==> src/rtl/cic_decimation_sequencer.sv <==
// Sequencing controller for a CIC decimator: counts qualified samples, issues the
// downsample strobe, phase-aligns it to a sync marker and blanks disturbed outputs.
module cic_decimation_sequencer #(
  parameter int DATA_WIDTH     = 16,
  parameter int OUT_WIDTH      = 24,
  parameter int COUNT_WIDTH    = 12,
  parameter int SETTLE_OUTPUTS = 4
) (
  input  logic                   clk,
  input  logic                   reset,
  input  logic                   cfgStrobe,
  input  logic [COUNT_WIDTH-1:0] cfgFactor,
  output logic                   cfgError,
  output logic [COUNT_WIDTH-1:0] activeFactor,
  input  logic                   syncMarker,
  input  logic [DATA_WIDTH-1:0]  inTDATA,
  input  logic                   inTVALID,
  output logic [DATA_WIDTH-1:0]  cicTDATA,
  output logic                   cicTVALID,
  output logic                   cicDownsample,
  input  logic [OUT_WIDTH-1:0]   cicMTDATA,
  input  logic                   cicMTVALID,
  output logic [OUT_WIDTH-1:0]   outTDATA,
  output logic                   outTVALID,
  output logic                   aligned,
  output logic                   settling
);

  localparam int DISCARD_W = $clog2(SETTLE_OUTPUTS + 1);

  localparam logic [1:0] IDLE   = 2'd0;
  localparam logic [1:0] RUN    = 2'd1;
  localparam logic [1:0] SETTLE = 2'd2;

  logic [1:0]             state_q, state_d;
  logic [COUNT_WIDTH-1:0] active_factor_q, active_factor_d;
  logic [COUNT_WIDTH-1:0] pending_factor_q, pending_factor_d;
  logic                   pending_flag_q, pending_flag_d;
  logic [COUNT_WIDTH-1:0] counter_q, counter_d;
  logic [DISCARD_W-1:0]   discard_count_q, discard_count_d;
  logic                   cfg_error_q, cfg_error_d;
  logic                   aligned_q, aligned_d;
  logic                   settling_q, settling_d;
  logic [DATA_WIDTH-1:0]  cic_tdata_q, cic_tdata_d;
  logic                   cic_tvalid_q, cic_tvalid_d;
  logic                   cic_downsample_q, cic_downsample_d;
  logic [OUT_WIDTH-1:0]   out_tdata_q, out_tdata_d;
  logic                   out_tvalid_q, out_tvalid_d;

  logic                   cfg_write_ok;
  logic                   qualified;
  logic                   sync_hit;
  logic                   at_zero;
  logic                   strobe;
  logic                   apply_now;
  logic                   disturb;
  logic [COUNT_WIDTH-1:0] next_factor;

  always_comb begin
    // NOTE: every signal assigned here gets a default first, so no path can infer a latch.
    state_d          = state_q;
    active_factor_d  = active_factor_q;
    pending_factor_d = pending_factor_q;
    pending_flag_d   = pending_flag_q;
    counter_d        = counter_q;
    discard_count_d  = discard_count_q;
    aligned_d        = aligned_q;

    cfg_write_ok = cfgStrobe && (cfgFactor >= COUNT_WIDTH'(2));
    cfg_error_d  = cfgStrobe && (cfgFactor < COUNT_WIDTH'(2));

    qualified   = inTVALID && (state_q != IDLE);
    sync_hit    = qualified && syncMarker;
    at_zero     = (counter_q == '0);
    strobe      = (qualified && at_zero) || sync_hit;
    apply_now   = pending_flag_q && strobe;
    next_factor = apply_now ? pending_factor_q : active_factor_q;
    disturb     = apply_now || (sync_hit && !at_zero);

    if (state_q == IDLE) begin
      // An accepted write takes effect straight away when nothing is running yet.
      if (cfg_write_ok) begin
        active_factor_d = cfgFactor;
        counter_d       = cfgFactor - COUNT_WIDTH'(1);
        discard_count_d = DISCARD_W'(SETTLE_OUTPUTS);
        state_d         = SETTLE;
      end
    end else begin
      if (apply_now)    pending_flag_d = 1'b0;
      if (cfg_write_ok) begin
        pending_factor_d = cfgFactor;
        pending_flag_d   = 1'b1;
      end

      active_factor_d = next_factor;
      if (strobe)         counter_d = next_factor - COUNT_WIDTH'(1);
      else if (qualified) counter_d = counter_q - COUNT_WIDTH'(1);

      if (sync_hit) aligned_d = at_zero;

      // A fresh disturbance restarts the discard window even mid-settle.
      if (disturb) begin
        discard_count_d = DISCARD_W'(SETTLE_OUTPUTS);
        state_d         = SETTLE;
      end else if ((state_q == SETTLE) && cicMTVALID) begin
        discard_count_d = discard_count_q - DISCARD_W'(1);
        if (discard_count_q <= DISCARD_W'(1)) state_d = RUN;
      end
    end

    cic_tdata_d      = inTDATA;
    cic_tvalid_d     = inTVALID;
    cic_downsample_d = strobe;
    out_tdata_d      = cicMTDATA;
    out_tvalid_d     = cicMTVALID && (state_q != SETTLE);
    settling_d       = (state_d == SETTLE);
  end

  // NOTE: sequential state uses non-blocking assignments only, so every flop samples pre-edge values.
  always_ff @(posedge clk) begin
    if (reset) begin
      state_q          <= IDLE;
      active_factor_q  <= '0;
      pending_factor_q <= '0;
      pending_flag_q   <= 1'b0;
      counter_q        <= '0;
      discard_count_q  <= '0;
      cfg_error_q      <= 1'b0;
      aligned_q        <= 1'b0;
      settling_q       <= 1'b0;
      cic_tdata_q      <= '0;
      cic_tvalid_q     <= 1'b0;
      cic_downsample_q <= 1'b0;
      out_tdata_q      <= '0;
      out_tvalid_q     <= 1'b0;
    end else begin
      state_q          <= state_d;
      active_factor_q  <= active_factor_d;
      pending_factor_q <= pending_factor_d;
      pending_flag_q   <= pending_flag_d;
      counter_q        <= counter_d;
      discard_count_q  <= discard_count_d;
      cfg_error_q      <= cfg_error_d;
      aligned_q        <= aligned_d;
      settling_q       <= settling_d;
      cic_tdata_q      <= cic_tdata_d;
      cic_tvalid_q     <= cic_tvalid_d;
      cic_downsample_q <= cic_downsample_d;
      out_tdata_q      <= out_tdata_d;
      out_tvalid_q     <= out_tvalid_d;
    end
  end

  assign cfgError      = cfg_error_q;
  assign activeFactor  = active_factor_q;
  assign cicTDATA      = cic_tdata_q;
  assign cicTVALID     = cic_tvalid_q;
  assign cicDownsample = cic_downsample_q;
  assign outTDATA      = out_tdata_q;
  assign outTVALID     = out_tvalid_q;
  assign aligned       = aligned_q;
  assign settling      = settling_q;

endmodule

==> config.mk <==
export PLATFORM = sky130hd
export DESIGN_NAME = cic_decimation_sequencer
export DESIGN_NICKNAME = d
export VERILOG_FILES = /design/src/rtl/cic_decimation_sequencer.sv
export SDC_FILE = /design/constraint.sdc
export NUM_CORES = 1
export LEC_CHECK = 0
export ABC_AREA = 1
export CAP_MARGIN = 20
export CORE_ASPECT_RATIO = 0.5
export CORE_MARGIN = 3
export CORE_UTILIZATION = 51
export CTS_BUF_LIST = sky130_fd_sc_hd__clkbuf_16
export DETAILED_ROUTE_END_ITERATION = 6
export PLACE_DENSITY = 0.9
export SETUP_SLACK_MARGIN = 0.02
export SYNTH_ARGS = -nofsm -noshare
export SYNTH_HDL_FRONTEND = slang
export SYNTH_SLANG_ARGS = --single-unit
==> constraint.sdc <==
create_clock -name clk -period 5.6 [get_ports clk]
set_input_delay 1.4 -clock clk [delete_from_list [all_inputs] [get_ports clk]]
set_output_delay 1.4 -clock clk [all_outputs]
set_load 0.1 [all_outputs]
Word level (Yosys, flattened, before mapping)
Index checks and enable logic that the tools add are counted.
{"block": "word_totals", "input_bits": 58, "ff_bits": 88}
{"block": "classes", "n_lt_le_gt_ge": 3, "addsub": 4, "eq_ne": 4, "n_reduce_logical": 23, "n_bitwise": 1, "mux": 18}
{"cell": "two-way mux 12 bit", "n": 7}
{"cell": "subtractor 12 x 1 -> 12 bit (second input constant)", "n": 3}
{"cell": ">= comparator 12 x 2 -> 1 bit (second input constant)", "n": 1}
{"cell": "logical NOT 12 bit", "n": 1}
{"cell": "< comparator 12 x 2 -> 1 bit (second input constant)", "n": 1}
{"cell": "two-way mux 3 bit", "n": 4}
{"cell": "two-way mux 2 bit", "n": 5}
{"cell": "AND reduction 2 bit", "n": 5}
{"cell": "logical AND 1 bit", "n": 9}
{"cell": "nonzero test 3 bit", "n": 2}
{"cell": "equality test 2 bit (second input constant)", "n": 2}
{"cell": "inequality test 2 bit (second input constant)", "n": 2}
{"cell": "nonzero test 2 bit", "n": 2}
{"cell": "less-or-equal comparator 3 x 1 -> 1 bit (second input constant)", "n": 1}
{"cell": "subtractor 3 x 1 -> 3 bit (second input constant)", "n": 1}
{"cell": "logical NOT 2 bit", "n": 1}
{"cell": "logical OR 1 bit", "n": 2}
{"cell": "two-way mux 1 bit", "n": 2}
{"cell": "logical NOT 1 bit", "n": 1}
{"cell": "NOT 1 bit", "n": 1}

Depth between registers and ports, before layout
{"block": "depth", "ltp_word": 9, "mapped_depth": 18, "ltp_nobuf": 18}

Worst setup path after synthesis
No wires, ideal clock.
{"block": "synth_timing", "path_type": "input to register", "start": "input inTVALID", "end": "register counter_q[10]", "path_buffers": 1, "arrival_ns": 2.919, "path_stages": 17, "t_required_ns": 5.480, "setup_ns": 0.120, "setup_slack_ns": 2.562, "path_cell_list": "inv_1 > nor2_4 > nand3_4 > nand2_8 > buf_8 > nand3_2 > o211ai_2 > nand2_1 > inv_2 > ha_1 > inv_1 > nor2_1 > nand2_2 > clkinv_1 > nand3_1 > nand2_1 > a21oi_1"}
{"block": "synth_between", "elab_chain_cells": 8, "elab_cells_between_ends": 11, "classes_between": "1 x add/sub; 3 x mux; 7 x reduce/logical"}
{"element": "start: declaration", "line_no": "17", "source": "input logic inTVALID,"}
{"element": "logical AND 1 bit *", "line_no": "72", "source": "qualified = inTVALID && (state_q != IDLE);"}
{"element": "logical AND 1 bit, on equally long branches", "line_no": "75, 73"}
{"element": "logical OR 1 bit", "line_no": "75", "source": "strobe = (qualified && at_zero) || sync_hit;"}
{"element": "logical AND 1 bit", "line_no": "76", "source": "apply_now = pending_flag_q && strobe;"}
{"element": "two-way mux 12 bit", "line_no": "77", "source": "next_factor = apply_now ? pending_factor_q : active_factor_q;"}
{"element": "subtractor 12 x 1 -> 12 bit", "line_no": "96", "source": "if (strobe) counter_d = next_factor - COUNT_WIDTH'(1);"}
{"element": "two-way mux 12 bit", "line_no": "96"}
{"element": "two-way mux 12 bit", "line_no": "80", "source": "if (state_q == IDLE) begin"}
{"element": "end signal: assignment", "line_no": "141", "source": "counter_q <= counter_d;"}
{"element": "end: declaration", "line_no": "39", "source": "logic [COUNT_WIDTH-1:0] counter_q, counter_d;"}
Mark *: on every way between the ends. The rest lies on a longest branch, timed or not.
A chain may end at the register's enable or synchronous reset.

Worst setup path after layout
Ends and elaborated chain as after synthesis.

==> metrics.cfg <==
[sta]
max_freq_mhz=285
finalHoldViolCount=0
period_needed_ns=3.51
rsz0062_at_grt=false
setup_viol=0
finalCritPeriodShare_pct=62.7
timing.setup.tns_ns=0
worstMarginPinSlew_ns=1.01
skew_ns=0.00573
slew_viol_final=0
max-slew-margin-rel_pct=32.7
setup_ws_ns=2.09

[placed_design]
io_buffer_count=115
dp_hpwl_um=7510
dp_worst_setup_slack_ns=1.80
globalplace.congestion=0.956

[grt]
grt_max_degree=62
gr-total-overflow=0
grtUsageTotal_pct=23.8
grt_pass1_wl_um=16600
antenna_found_initial=0
first_global_vias=3588

[cts]
cts_tree=yes
hold_buffers=0
clkLatencyLatePin_ns=0.34
path_clk_slew_ns=0.06
cts_resized=0
cts_buffers=9
cts_sinks=88
h-tree-depth=3
postCtsSetupRepairBufs=0
cts-root-buf=clkbuf_16
clk_path_buf_depth=2

[detailed_routing]
viasPerCell=5.24
wirelength_um=10400
drtAntennaViolNets=0
wl_per_cell_um=14.1
drcViolationCount=0
num_vias=3865
first_pass_iters=6
first_iter_violations=347

[worst_setup_path]
critPathKind=in -> reg
r2r_slack_ns=2.91
crit_required_ns=5.87
crit_fanout=35
rr_endpoint=counter_q[6]
crit_start=inTVALID
startpoint_type=primary input
rr_worst_depth=8
worstSetupEndpointType=flop
crit_arrival_ns=3.79
r2r_start=state_q[1]
worstSetupEndpoint=counter_q[10]

[synth]
syn-num-nets=593
ys_seq_area_share_pct=44.5
yosysUniqueCellTypes=39
async_flop_share_pct=0
synth_area_leader_cell=dfxtp_1
ys.flop_type=dfxtp_1
synth_cells=532
syn_area_um2=3960
avgSynthCellArea_um2=7.44
yosys_warnings=0
synth_top_area_share_pct=44.5
synth_edf_count=0
synth.area.top_cells=dfxtp_1 (45%), inv_1 (8.6%), nand2_1 (7.6%), nor2_1 (5.9%), nand3_1 (4.6%)
synth-seq-cells=88

[final_layout]
syn_to_final_growth_pct=36.0
final_util_pct=72.4
diodes=0
final_nets=697
drive_gt1_share_pct=9.20

[floorplan]
num_io_pins=116
core_um2=7430
die_x_um=131
die_height_um=68.3
start_util_pct=53.2
dieArea_um2=8910
placementRows=22

[pwr]
share_seq_of_total_power_pct=37.3
switching_share_pct=39.9
leakage_nw=2.35
p_per_area_nw_per_um2=372
pwr-share-comb_pct=35.2
p_switching_uw=797
p_int_mw=1.20
p_clk_share_pct=27.5
peakVddDrop_v=0.000229

[hold_path]
hold_class=reg -> reg

[flow_run]
max_cap_violations=0

[run_status]
outcome=finished, final reports clean

worst min-delay path by stage:
stage,slack [ns],cells past startpoint,startpoint,to
finish,0.47,2,pending_factor_q[5],pending_factor_q[5]
global route,0.48,2,pending_factor_q[6],pending_factor_q[6]
CTS,0.46,2,pending_factor_q[11],pending_factor_q[11]
detailed placement,0.46,2,pending_factor_q[11],pending_factor_q[11]
global placement,0.45,2,pending_factor_q[5],pending_factor_q[5]
floorplan,0.43,2,pending_factor_q[2],pending_factor_q[2]
sequential cells by signal, summed over array words and instances (netlist names), 2 cells and up, named ones only:
name              cells
counter_q            12
outTDATA             24
discard_count_q       3
pending_factor_q     12
state_q               2
cicTDATA             16
activeFactor         11
metal layers:
metal | global-route usage (%) | routed length [um] | vias up
li1 | - | - | 1883
met2 | 40.7 | 5020 | 201
met1 | 26.3 | 3960 | 1751
met5 | 0 | 0 | -
met3 | 10.8 | 1170 | 30
met4 | 9.49 | 230 | 0
power groups by stage:
stage                     registers, mW  clock network [mW]  logic [mW]
after CTS                         0.743               0.555       0.701
after global routing              0.751               0.587       0.759
after global placement            0.753                   0       0.682
after detailed placement          0.756                   0       0.696
final                             0.745               0.550       0.704
after floorplan                   0.953                   0       0.331
per-stage QoR:
step                      power, mW  hold slack (ns)  area, um2  std cells
after detailed placement       1.45            0.457       5110        721
after global placement         1.44            0.450       5110        721
after global routing           2.10            0.476       5380        737
after floorplan                1.28            0.430       3960        532
final                          2.00            0.467       5380        737
after CTS                      2.00            0.465       5380        737
critical path: stages:
cell and delay, ns:
clkdlybuf4s50_1 0.46, inv_1 0.07, nor2_4 0.18, nand3_4 0.12, nand2_8 0.22, nand2_4 0.13, nand2_1 0.15, nand3_2 0.07
nand2_2 0.10, inv_1 0.05, ha_1 0.18, inv_1 0.06, nor2_1 0.06, nand2_2 0.11, clkinv_1 0.12, nand3_1 0.11
nand2_1 0.05, a21oi_1 0.12
layout make-up:
type	count	area (um2)
multi-input cells	319	1690
flip-flops and latches	88	1760
inverters	101	379
clock buffers	9	225
well taps	96	120
fillers	573	2050
repair buffers	117	1160
clock inverters	7	45.0
layout by cell type, fill, tap and decap left out, drive strengths merged, types with 9 or more instances in the layout:
| cell | n |
|---|---|
| dfxtp | 88 |
| o211ai | 11 |
| inv | 100 |
| clkdlybuf4s50 | 114 |
| nand3 | 44 |
| nor2 | 71 |
| a21oi | 26 |
| a31oi | 14 |
| clkbuf | 9 |
| o21ai | 39 |
| nand2 | 90 |
logic make-up (layout without fill, tap and decap cells):
| group | Yosys count | in the layout | share of synthesized area, % |
|---|---|---|---|
| AND/OR/NAND/NOR | 219 | 219 | 27.3 |
| buffers and inverters | 125 | 234 | 12.8 |
| AO/OA/AOI/OAI | 96 | 96 | 14.2 |
| flip-flops | 88 | 88 | 44.5 |
| adder cells (fa/ha/maj) | 3 | 3 | 0.949 |
| XOR/XNOR | 1 | 1 | 0.221 |
Yosys cell counts, drive strengths merged (2+ instances only):
cell type	number
a211oi	2
a21oi	26
a31oi	14
buf	12
clkbuf	12
clkinv	3
dfxtp	88
ha	3
inv	98
nand2	90
nand3	44
nor2	71
nor3	4
nor4	3
o211ai	11
o21ai	39
or2	5
(Power assumes the default switching activity.)
